### config.mk
export PLATFORM = sky130hd
export DESIGN_NAME = layer_hidden_mac_sequencer
export DESIGN_NICKNAME = d
export VERILOG_FILES = /design/src/rtl/layer_hidden_mac_sequencer.sv
export SDC_FILE = /design/constraint.sdc
export NUM_CORES = 1
export LEC_CHECK = 0
export ABC_AREA = 1
export CAP_MARGIN = 20
export CORE_MARGIN = 5
export CORE_UTILIZATION = 59
export DETAILED_ROUTE_END_ITERATION = 16
export DONT_BUFFER_PORTS = 1
export PLACE_DENSITY = 0.74
export SLEW_MARGIN = 40
export SYNTH_ARGS = -nofsm -noshare
export SYNTH_HDL_FRONTEND = slang
export SYNTH_SLANG_ARGS = --single-unit
export TNS_END_PERCENT = 20
### constraint.sdc
create_clock -name clk -period 1.9 [get_ports clk]
set_clock_uncertainty 0.2 [all_clocks]
set_input_delay 0.19 -clock clk [delete_from_list [all_inputs] [get_ports clk]]
set_output_delay 0.19 -clock clk [all_outputs]
set_load 0.05 [all_outputs]
### src/rtl/layer_hidden_mac_sequencer.sv
`default_nettype none
// ============================================================================
// Module      : layer_hidden_mac_sequencer
// Description : Issues one MAC request per input element for a hidden neuron,
//               waits for the accumulate-complete ack, then pulses done.
// Revision    : 1.0 - initial release
// ============================================================================
module layer_hidden_mac_sequencer #(
    parameter int N_INPUTS = 4,
    parameter int ADDR_W   = 2,
    parameter int TIMEOUT  = 16,
    parameter int TO_W     = 5
) (
    input  logic              clk,
    input  logic              rst,
    input  logic              start,
    output logic              req,
    output logic [ADDR_W-1:0] addr,
    output logic              first,
    output logic              last,
    input  logic              ack,
    input  logic              ack_mac,
    output logic              busy,
    output logic              done,
    output logic              err
);

    typedef enum logic [1:0] {
        S_IDLE     = 2'd0,
        S_ISSUE    = 2'd1,
        S_WAIT_MAC = 2'd2,
        S_DONE     = 2'd3
    } state_t;

    localparam logic [ADDR_W-1:0] c_last_addr = ADDR_W'(N_INPUTS - 1);
    localparam logic [TO_W-1:0]   c_to_last   = TO_W'((TIMEOUT > 0) ? TIMEOUT - 1 : 0);
    localparam bit                c_to_en     = (TIMEOUT > 0);

    state_t            r_state;
    logic [TO_W-1:0]   r_to_cnt;
    logic [ADDR_W-1:0] w_addr_nxt;

    assign w_addr_nxt = addr + 1'b1;

    always_ff @(posedge clk or negedge rst) begin
        if (!rst) begin
            r_state  <= S_IDLE;
            r_to_cnt <= '0;
            req      <= 1'b0;
            addr     <= '0;
            first    <= 1'b0;
            last     <= 1'b0;
            busy     <= 1'b0;
            done     <= 1'b0;
            err      <= 1'b0;
        end else begin
            done <= 1'b0;
            case (r_state)
                S_IDLE: begin
                    if (start) begin
                        r_state <= S_ISSUE;
                        req     <= 1'b1;
                        addr    <= '0;
                        first   <= 1'b1;
                        last    <= (c_last_addr == '0);
                        busy    <= 1'b1;
                        err     <= 1'b0;
                    end
                    if (ack) begin
                        err <= 1'b1;
                    end
                end
                S_ISSUE: begin
                    // A premature ack_mac only flags; a concurrent ack is still honoured
                    // because the MAC has already consumed the operand.
                    if (ack_mac) begin
                        err <= 1'b1;
                    end
                    if (ack) begin
                        if (last) begin
                            r_state  <= S_WAIT_MAC;
                            req      <= 1'b0;
                            first    <= 1'b0;
                            last     <= 1'b0;
                            addr     <= '0;
                            r_to_cnt <= '0;
                        end else begin
                            addr  <= w_addr_nxt;
                            first <= 1'b0;
                            last  <= (w_addr_nxt == c_last_addr);
                        end
                    end
                end
                S_WAIT_MAC: begin
                    if (ack) begin
                        err <= 1'b1;
                    end
                    if (ack_mac) begin
                        r_state <= S_DONE;
                        done    <= 1'b1;
                    end else if (c_to_en && (r_to_cnt == c_to_last)) begin
                        r_state <= S_IDLE;
                        busy    <= 1'b0;
                        err     <= 1'b1;
                    end else if (c_to_en) begin
                        r_to_cnt <= r_to_cnt + 1'b1;
                    end
                end
                S_DONE: begin
                    if (ack) begin
                        err <= 1'b1;
                    end
                    r_state <= S_IDLE;
                    busy    <= 1'b0;
                end
                default: begin
                    r_state <= S_IDLE;
                    req     <= 1'b0;
                    busy    <= 1'b0;
                end
            endcase
        end
    end

endmodule
`default_nettype wire

==> results by stage, run 1 <==
Synth:
- The synthesized netlist occupies a cell area of 837.1 um2.
- The register area share after synthesis is between 40 and 50%.
- The netlist uses 18 different library cells.
- After synthesis the netlist holds a flip-flop and latch count of 15.
- The net count after synthesis is 120.
- The number of warnings issued by yosys is 0.
- The per-instance average area after synthesis is approximately 7.5 um2.
- The synthesized instance count is around 110.

Timing:
- Setup repair after global routing left no endpoint under its margin.
- The period utilization is a little over nine tenths.
- The count of final hold-check violations is 0.
- The slew at the pin with the worst max-slew slack is between 0.6 and 0.7 ns.
- For this run, the top clock speed supported by timing is ~560 MHz.
- The slack of the critical path is approximately 0.12 ns.
- The number of setup violations in the final report is 0.
- For the finished layout, the period the worst path requires is 1.784 ns.
- Measured against its own limit, the worst slew margin works out to 55.68%.
- The count of pins over their slew limit is 0.
- The final setup TNS is 0 ns.

Floorplanning:
- The placeable core area is roughly 0.0013 mm2.
- The die is between 40 and 50 um wide.
- The initial utilization of the core area, before any placement, comes to between 60 and 70%.
- The number of core rows is 13.
- The height of the chip is about 48 um.
- The die covers ~0.0023 mm2.
- Pin placement for this block handled 13 I/O pins.

Clocking:
- The clock transition at the register clock pins on the worst setup and hold paths after CTS is approximately 0.080 ns.
- The clock latency reported for the late side of the worst-skew pair is about 0.29 ns.
- In this run the clock root is driven by a clkbuf_4.
- The number of buffers on the longest clock path is 2.
- CTS built an H-tree with a depth of 1.
- The number of buffers added by the clock tree synthesis step is 3.
- The number of sinks driven by the clock tree is 15.
- TritonCTS built the clock tree.

Placement:
- The cell count after placement is 129.
- Routability-driven placement finished with a final weighted congestion of around 0.84.
- Summed over all nets, the half-perimeter wirelength after detailed placement is approximately 1200 um.
- The worst setup slack after placement is around 0.13 ns.
- The count of port buffers added during placement is 0.

Global routing:
- The number of global-route vias before repair is 654.
- The number of antenna violations at the first check in global routing is 0.
- The first global-routing pass estimated about 2800 um of wire.
- The total grt overflow is 0.
- The pin count of the biggest net entering global routing is 16.
- The overall fraction of global-route tracks in use is ~18%.

Worst setup path:
- Measured in cells, the most critical reg-to-reg path has a length of 9.
- The cell with the largest stage delay on the worst path is dfrtp_1.
- STA classifies the critical path startpoint as a flip-flop.
- In this design, the critical path's most frequently occurring cell is nand2_1.
- The type of the worst setup path is reg -> reg.
- For the worst setup path, the data arrival time is around 1.8 ns.
- The largest fanout of any net on the critical path is 5.
- The required time at the endpoint of the critical path is ~1.9 ns.
- The worst setup path is captured at a flip-flop.
- In this design, the stage delay of the slowest critical-path cell is ~0.42 ns.
- Traced cell by cell, the critical path runs through ha_1 -> nand2_1 -> nor2_1 -> ha_1 -> nand3b_1 -> nand2_1 -> nand2_2 -> nand2_1 -> nand2_1.

Layout:
- The final antenna diode count is 0.
- The fraction of layout instances using a drive strength above 1 is 13.11%.
- The finished layout holds ~140 standard cells, fillers aside.
- The net count of the finished layout is around 130.
- The area added between synthesis and finish is 11.96%.
- The count of filler cells inserted in the layout is 113.

Drt:
- The remaining routing DRC violations is 0.
- Dividing the detail-routed wire length by the instance count gives approximately 12 um.
- Summing over every cut layer, the via total after detailed routing is approximately 710.
- In this run the remaining antenna-violating nets after routing total 0.
- The number of design-rule violations left by the first detailed-router iteration is 16.
- The aggregate routed wire length is 1597 um.
- Dividing the detail-routed via count by the number of cells gives 5.190.
- The total iterations of the first detailed-routing run is 4.

Run:
- The number of maximum-capacitance constraint violations is 0.

Pwr:
- Of the total power, the clock network draws around an eighth.
- The fraction of power spent switching nets is between 50% and 60%.
- In this run, the combinational gates consume about two fifths of the power.
- The leakage dissipation is ~0.00052 uW.
- The internal power of the cells totals around 670 uW.
- In this run the power density over the cells is roughly 1500 mW/mm2.
- In this run, flip-flops and latches consume between 40% and 50% of the power.
- IR analysis of the VDD net gives a maximum drop of 0.001204 V.
- For this design the total switching power over the nets is roughly 740 uW.
- Total power for the finished layout comes to about 1400 uW.

Min path:
- The worst hold path was traced through 4 stages.
- The type of the worst min-delay path is in -> reg.

Status:
- The flow ran to the end, and the final reports show no timing, DRC or antenna violations.
==> synthesized netlist by cell type <==
| master | count | area share [%] |
|---|---|---|
| o21ai_2 | 1 | 1.0 |
| dfrtp_1 | 15 | 45 |
| or2_0 | 2 | 1.5 |
| nor2_2 | 2 | 1.5 |
| nor2_1 | 12 | 5.4 |
| nor3b_1 | 1 | 0.90 |
| ha_1 | 3 | 4.5 |
| o21ai_0 | 6 | 3.6 |
| inv_2 | 3 | 1.3 |
| a21oi_1 | 2 | 1.2 |
| nand3_2 | 1 | 1.2 |
| inv_1 | 11 | 4.9 |
| nand3_1 | 8 | 4.8 |
| nand3b_1 | 1 | 0.90 |
| nand2_1 | 37 | 17 |
| nor2_4 | 1 | 1.3 |
| nand2_2 | 3 | 2.2 |
| nand4_1 | 3 | 2.2 |
==> power groups by stage <==
stage	sequential (uW)	combinational [uW]	clock (uW)
4_1_cts	654	577	189
6_report	653	577	182
3_3_place_gp	656	554	0
5_1_grt	667	669	209
3_5_place_dp	661	561	0
2_1_floorplan	697	399	0
==> timing repair <==
item	4_1_cts	5_1_grt
resized for setup	0	0
buffers inserted	0	0
hold buffers	4	0
endpoints found under the hold margin	22	0
==> metrics by stage <==
stage                     util (%)  instance area (um2)  hold slack [ns]
final                        71.13                937.1         0.007115
after global routing         71.13                937.1          0.01858
after CTS                    71.13                937.1         0.004958
after detailed placement     66.10                870.8          -0.3052
after global placement       66.10                870.8          -0.3052
after floorplan                  -                837.1          -0.3056
==> routing by layer <==
layer | share of wire [%] | GRT usage (%)
met2 | 42 | 26.74
met1 | 49 | 25.00
met4 | 1.5 | 9.677
met3 | 8.1 | 4.887
met5 | 0 | 0
==> cell type report <==
class | count | area (um2) | area share (%)
Inverter | 14 | 52.55 | 5.607
Multi-Input combinational cell | 83 | 409.1 | 43.66
Sequential cell | 15 | 375.4 | 40.05
Tap cell | 15 | 18.77 | 2.003
Clock buffer | 4 | 26.28 | 2.804
Timing Repair Buffer | 6 | 55.05 | 5.874
==> worst paths after layout <==
kind / start / end / slack (ns)
setup reg to reg: r_to_cnt[0] / r_to_cnt[2] / 0.12
hold reg to reg: r_to_cnt[4] / r_to_cnt[4] / 0.30
max in group asynchronous: rst / r_to_cnt[0] / 0.91
min in group asynchronous: rst / addr[0] / 0.17
hold / removal: start / err / 0.007
setup / recovery: r_to_cnt[0] / r_to_cnt[2] / 0.12
==> registers in the layout (all words and copies together), names as in the netlist <==
register  cells
done          1
first         1
last          1
r_to_cnt      5
req           1
err           1
busy          1
r_state       2
addr          2
==> cells by family after synthesis <==
family | after synthesis | synth area share (%)
fa+ha+maj | 3 | 4.485
buf+inv | 14 | 6.278
compound gates | 9 | 5.830
simple gates | 71 | 38.57
flops | 15 | 44.84
==> worst max-delay path, delay by kind of cell (launching register included) <==
kind | cells | cell delay (ns)
AND/OR/NAND/NOR | 7 | 0.61
flip-flops | 1 | 0.42
adder cells (fa/ha/maj) | 2 | 0.46
==> layout by cell type (no fill, tap or decap) <==
cell	count
ha_1	3
nand3_2	1
o21ai_2	1
inv_2	3
clkbuf_1	1
dlygate4sd3_1	4
inv_1	11
nor2_1	12
dfrtp_1	15
clkbuf_4	3
or2_0	2
o21ai_0	6
nand2_1	37
nor2_2	2
nor2_4	1
a21oi_1	2
nor3b_1	1
buf_4	2
nand2_2	3
nand3_1	8
nand4_1	3
nand3b_1	1
(Power assumes the default switching activity.)
==> inputs of run 2 (changes only) <==
--- a/config.mk
+++ b/config.mk
@@ -7,7 +7,6 @@
 export LEC_CHECK = 0
 export ABC_AREA = 1
 export CAP_MARGIN = 20
-export CORE_MARGIN = 5
 export CORE_UTILIZATION = 59
 export DETAILED_ROUTE_END_ITERATION = 16
 export DONT_BUFFER_PORTS = 1
==> run 2 against run 1 <==
  * Core utilization grew 0.28 points
  * Final area increased by 0.40%
  * Count of clock-buffer cells in the layout down 1
  * Largest power group unchanged
==> results by stage, run 2 (same netlist as run 1, synthesis figures left out) <==
Worst setup path:
- The worst register-to-register path has a depth of 8.
- The most frequent cell on the critical path is nand2_1.
- The flop-to-flop setup slack is around 0.14 ns.
- The largest fanout of any net on the critical path is 4.
- The slowest stage of the critical path belongs to the cell dfrtp_1.
- The origin of the critical flop-to-flop path is r_to_cnt[1].
- The endpoint of the lowest-slack register-to-register path is busy.
- The largest single stage delay on the critical path is around 0.42 ns.
- Traced cell by cell, the critical path runs through ha_1 -> nand2_1 -> nor2_1 -> ha_2 -> nand3b_1 -> nand2_1 -> o21ai_0 -> nand2_1.
- The startpoint type of the worst setup path is a flip-flop.
- The worst setup path is captured at a flip-flop.
- The required time at the endpoint of the critical path is around 1.9 ns.
- Data arrives at the worst endpoint at ~1.7 ns.
- The type of the worst setup path is reg -> reg.

Drt:
- For this run, the detailed router's first-pass iteration total came to 4.
- After detailed routing, the average wire length per cell comes to 11.68 um.
- The detailed router finished its first iteration with 22 violations.
- For this block, the routed nets add up to roughly 1600 um of wire.
- Dividing the detail-routed via count by the number of cells gives ~5.3.
- The remaining routing DRC violations is 0.
- The number of routed nets with antenna violations is 0.
- For this block, the via count after detailed routing is 725.

Layout:
- The fraction of layout instances using a drive strength above 1 is 14.75%.
- The sequential cells in the finished layout cover a total of between 300 and 400 um2.
- The most common cell after layout, fill and taps aside is nand2_1.
- The final net count is around 130.
- The final antenna diode count is 0.
- The cell area after layout is 940.9 um2.
- Relative to the synthesized area, the layout overhead comes to 12.41%.
- The largest registers in the layout are r_to_cnt: 5 flops, addr: 2 flops, r_state: 2 flops.
- The count of filler cells inserted in the layout is 100.
- The flip-flop count of the largest register, all copies and words added is 5.
- For this run, the share of the core covered by cells in the final layout is 71.41%.
- The top cell types in the final layout, fill and taps aside, are 37 x nand2_1, 15 x dfrtp_1, 12 x nor2_1.
- The register with the most flip-flops is r_to_cnt.
- The count of placed standard cells in the final layout, fillers left out is roughly 140.
- In the final layout, the multi-input gates occupy 411.6 um2.

Min path:
- The sink of the worst hold path is addr[1].
- The number of cells on the worst hold path is 3.
- The startpoint identified for the worst hold timing path is ack.
- The type of the worst min-delay path is in -> reg.

Pwr:
- The leakage dissipation is around 0.00052 uW.
- For this design the ratio of total power to cell area is around 1500 mW/mm2.
- The largest vdd supply drop is 0.001028 V.

Global routing:
- The number of antenna violations at the first check in global routing came to 0.
- For this run the aggregate overflow at the end of global routing stands at 0.
- The overall fraction of global-route tracks in use is about a quarter.
- The number of global-route vias before repair is between 600 and 700.
- Entering global routing, the biggest net connects 16 pins.
- The first global-routing pass estimated 2573 um of wire.

Timing:
- The count of pins over their slew limit is 0.
- Timing would allow up to about 570 MHz.
- The slew at the pin with the worst max-slew slack is 0.6398 ns.
- The clock period minus final worst setup slack is about 1.8 ns.
- The slack of the critical path is roughly 0.14 ns.
- The count of final hold-check violations is 0.
- Setup violations remaining at the end of the flow were counted as 0.
- After layout, the worst path uses between 90 and 100% of the clock period.
- The worst pin sits at a relative slew slack of about 57%.
- Summed over all failing endpoints, the final setup total negative slack is 0 ns.
- Setup repair after global routing left no endpoint under its margin.

Clocking:
- Clock-pin slew was measured on the worst setup and hold paths at 0.09 ns.
- In this run the number of H-tree levels came out at 1.
- The number of sinks driven by the clock tree is 15.
- The root cell of the clock tree is clkbuf_4.
- Counting along the longest clock path gives a buffer depth of 2.
- The later pin in the worst-skew pair is clocked with a latency of slightly below 0.3 ns.
- TritonCTS built the clock tree.
- Buffers inserted during clock tree synthesis total 3.
- The number of setup buffers added after CTS is 0.

Floorplanning:
- The initial core utilization is 63.53%.
- The number of core rows is 13.
- The placeable core area is ~0.0013 mm2.
- The number of primary I/O pins is 13.
- The die width is 39.67 um.
- The height of the chip is just under 40 um.
- The die outline area is ~0.0016 mm2.

Placement:
- Once placement finished, the instance area stood at about 870 um2.
- The count of buffers added on input and output ports is 0.
- The sum of net half-perimeters after detailed placement is about 1200 um.
- The worst setup slack after placement is between 0.1 and 0.15 ns.
- The number of placed instances, taps included, is 129.
- The congestion estimate from routability-driven global placement came to 0.9359.

Run:
- Max-cap violations in this run came to 0.

Status:
- The flow ran to the end, and the final reports show no timing, DRC or antenna violations.
## run 2: worst max-delay path by stage
stage	start	endpoint	slack, ns
final	r_to_cnt[1]	busy	0.14
after detailed placement	r_to_cnt[0]	r_to_cnt[2]	0.13
after global placement	r_to_cnt[0]	r_to_cnt[1]	0.19
after global routing	r_to_cnt[1]	busy	0.02
after CTS	r_to_cnt[0]	r_to_cnt[2]	0.11
after floorplan	r_to_cnt[0]	r_to_cnt[0]	0.25
## run 2: what timing repair did
item                       4_1_cts  5_1_grt
hold buffers                     4        0
gates resized for setup          0        1
hold endpoints to repair        22        0
setup endpoints to repair        0        4
## run 2: area by class of cell
type,count,share of cell area (%)
tap,15,1.995
timing repair buffer,6,5.851
inverter,14,5.585
sequential,15,39.89
clock buffer,3,2.394
multi-input combinational,83,43.75
clock inverter,1,0.5319
## run 2: layer usage
layer	part of all wire, %	track usage [%]
met3	5.3	5.114
met2	46	38.52
met4	2.3	12.93
met1	47	33.57
met5	0	0
## run 2: worst max-delay path, delay by kind of cell (launching register included)
| family | cells | cell delay, ns |
|---|---|---|
| simple gates | 5 | 0.46 |
| compound gates | 1 | 0.16 |
| flops | 1 | 0.42 |
| fa+ha+maj | 2 | 0.42 |
## run 2: stage by stage
step,total power [uW],hold slack (ns)
after floorplan,1096,-0.3056
after detailed placement,1222,-0.3053
after CTS,1422,0.006845
after global routing,1516,0.05793
final,1415,0.002255
after global placement,1211,-0.3053
## run 2: power by group
part	switching (uW)	internal, uW
sequential	245	408
clock	106	78.4
combinational	393	185
total	744	671
==> inputs of run 3 (changes only) <==
--- a/config.mk
+++ b/config.mk
@@ -8,9 +8,10 @@
 export ABC_AREA = 1
 export CAP_MARGIN = 20
 export CORE_UTILIZATION = 59
+export CTS_CLUSTER_DIAMETER = 50
 export DETAILED_ROUTE_END_ITERATION = 16
 export DONT_BUFFER_PORTS = 1
-export PLACE_DENSITY = 0.74
+export PLACE_DENSITY = 0.78
 export SLEW_MARGIN = 40
 export SYNTH_ARGS = -nofsm -noshare
 export SYNTH_HDL_FRONTEND = slang
==> run 3 against run 2 <==
  * Via count is 0.41% higher
  * Core utilization did not move
  * Count of clock-buffer cells in the layout unchanged
  * Critical path type unchanged
==> results by stage, run 3 (same netlist as run 1, synthesis figures left out) <==
Status:
- The flow ran to the end, and the final reports show no timing, DRC or antenna violations.

Timing:
- Derived from the worst setup path, the maximum achievable clock frequency is roughly 570 MHz.
- For the pin with the worst max-slew slack, the measured transition is ~0.7 ns.
- Headroom to the max-slew limit came out at a little over half.
- Of the available clock period, the critical path in the final layout requires 91.95%.
- The count of final hold-check violations came to 0.
- The count of pins over their slew limit is 0.
- Setup repair after global routing left no endpoint under its margin.
- The number of setup violations in the final report is 0.
- The clock period could shrink to between 1.5 and 2 ns.
- For the final routed database, the setup TNS stands at 0 ns.

Layout:
- The largest registers in the layout are r_to_cnt: 5 flops, addr: 2 flops, r_state: 2 flops.
- In the final design database the tool counted approximately 130 nets.
- The library cells used most frequently in the layout, excluding fill and tap cells, are 37 x nand2_1, 15 x dfrtp_1, 12 x nor2_1.
- Leaving out fill and tap cells, the most frequent cell in the layout is nand2_1.
- The multi-input gate area in the final layout is slightly above 400 um2.
- The register with the most flip-flops in the layout has 5 of them.
- The final antenna diode count is 0.
- The fraction of layout instances using a drive strength above 1 is between 10% and 20%.
- r_to_cnt holds more flip-flops than any other register.
- The cell area after layout is approximately 940 um2.
- Counting the fill cells in the layout gives 110.
- Summing all flip-flop and latch instances after layout gives between 300 and 400 um2.
- The post-layout utilization of the core is approximately 71%.
- The area added between synthesis and finish is 12.41%.

Clocking:
- The longest clock path from root to sink contains 2 buffers.
- After clock tree synthesis, the clock-pin slew on the worst setup and hold paths is 0.09 ns.
- The count of buffers added by post-CTS timing repair for setup is 0.
- TritonCTS built the clock tree.
- The number of buffers added by the clock tree synthesis step is 3.
- The root cell of the clock tree is clkbuf_4.
- The tree built by TritonCTS fans out to 15 sinks.
- The total number of H-tree levels is 1.
- The clock latency reported for the late side of the worst-skew pair is approximately 0.29 ns.

Drt:
- The via count of the routed design is 728.
- The detailed-route vias per instance is ~5.3.
- Summed over all layers, the routed wires come to between 1500 and 2000 um.
- The number of design-rule violations left by the first detailed-router iteration is 29.
- Once detail routing completed, the nets flagged for antenna violations numbered 0.
- For this run, the detailed router's first-pass iteration total came to 6.
- In the final routed layout, each cell accounts on average for ~12 um.
- For this run, design rule violations remaining after detail routing come to 0.

Placement:
- The placed instances occupy a cell area of 870.8 um2.
- Once detailed placement completed, the half-perimeter wirelength came to 1271 um.
- The placer congestion estimate is about 0.89.
- The count of port buffers added during placement is 0.

Global routing:
- Across every metal layer, demand over resource in global routing totals roughly a quarter.
- The total overflow left after global routing is 0.
- The first global-routing pass estimated between 2000 and 3000 um of wire.
- The number of global-route vias before repair is 625.
- The number of antenna violations at the first check in global routing is 0.
- Entering global routing, the biggest net connects 16 pins.

Pwr:
- The power density normalized to cell area is 1519 mW/mm2.
- The largest vdd supply drop is between 0.001 and 0.0015 V.
- In this run the static leakage power is ~0.00052 uW.
- The sum of internal, switching and leakage power is 1429 uW.

Floorplanning:
- The die width is approximately 40 um.
- Once the floorplan was initialized, standard cells occupied 63.53% of the core.
- The placeable core area is 0.001318 mm2.
- The die covers approximately 0.0016 mm2.
- The number of core rows is 13.
- In this run the vertical extent of the chip is ~40 um.
- For this design the top-level I/O count stands at 13.

Min path:
- The sink of the worst hold path is err.
- The tightest min-delay check is of the in -> reg type.
- Along the worst hold path, the cell count comes to 4.
- The launch instance of the worst min-delay path is start.

Worst setup path:
- The critical path is of the reg -> reg type.
- The path depth of the worst reg2reg path is 8.
- The kind of end point of the critical path is a flip-flop.
- In this run the critical register-to-register path is captured at busy.
- The flop-to-flop setup slack is ~0.15 ns.
- The data arrival at the endpoint of the critical path is between 1.5 and 2 ns.
- The worst setup path is launched from a flip-flop.
- The origin of the critical flop-to-flop path is r_to_cnt[0].
- Of all nets on the critical path, the largest fanout is 5.
- For the worst setup path, the data required time is about 1.9 ns.

Run:
- The number of maximum-capacitance constraint violations is 0.
run 3: cell counts in the layout (fill, tap and decap cells not counted):
No cell type changed its count.
run 3: metrics by stage:
step                setup slack, ns  std cells  hold slack, ns
floorplan                    0.2474        112         -0.3056
global placement             0.1905        129         -0.3053
detailed placement           0.1334        129         -0.3053
CTS                          0.1200        137        0.001239
global route                0.01041        137        0.001086
finish                       0.1530        137        0.005508
run 3: critical path, stage by stage, from the launching register on:
cell	delay (ns)
dfrtp_1	0.41
ha_1	0.18
nand2_1	0.07
nor2_1	0.13
ha_2	0.23
nand3b_1	0.13
nand2_1	0.07
o21ai_0	0.15
nand2_1	0.07
run 3: area by class of cell:
type / count / area share (%)
clock buffer: 3 / 2.394
clock inverter: 1 / 0.5319
inverter: 14 / 5.585
multi-input combinational: 83 / 43.75
sequential: 15 / 39.89
tap: 15 / 1.995
timing repair buffer: 6 / 5.851
run 3: report_power, final:
group          switching, uW  internal [uW]
sequential               248            407
clock                    107           78.3
combinational            404            184
run 3: worst max-delay path by stage:
stage	from	end	depth (start not counted)
after detailed placement	r_to_cnt[0]	r_to_cnt[1]	9
after global routing	r_to_cnt[1]	busy	8
after CTS	r_to_cnt[0]	r_to_cnt[0]	9
after floorplan	r_to_cnt[0]	r_to_cnt[0]	9
final	r_to_cnt[0]	busy	8
after global placement	r_to_cnt[0]	r_to_cnt[0]	9
run 3: what timing repair did:
action	CTS	global route
gates resized for setup	0	1
hold buffers	4	0
hold endpoints to repair	22	0
setup endpoints to repair	0	1
run 3: layer usage:
layer | routed length (um) | GRT usage [%] | vias up
met5 | 0 | 0 | -
met1 | 757 | 33.92 | 318
met4 | 13 | 11.21 | 0
met3 | 150 | 9.091 | 2
met2 | 778 | 38.52 | 34
li1 | - | - | 374
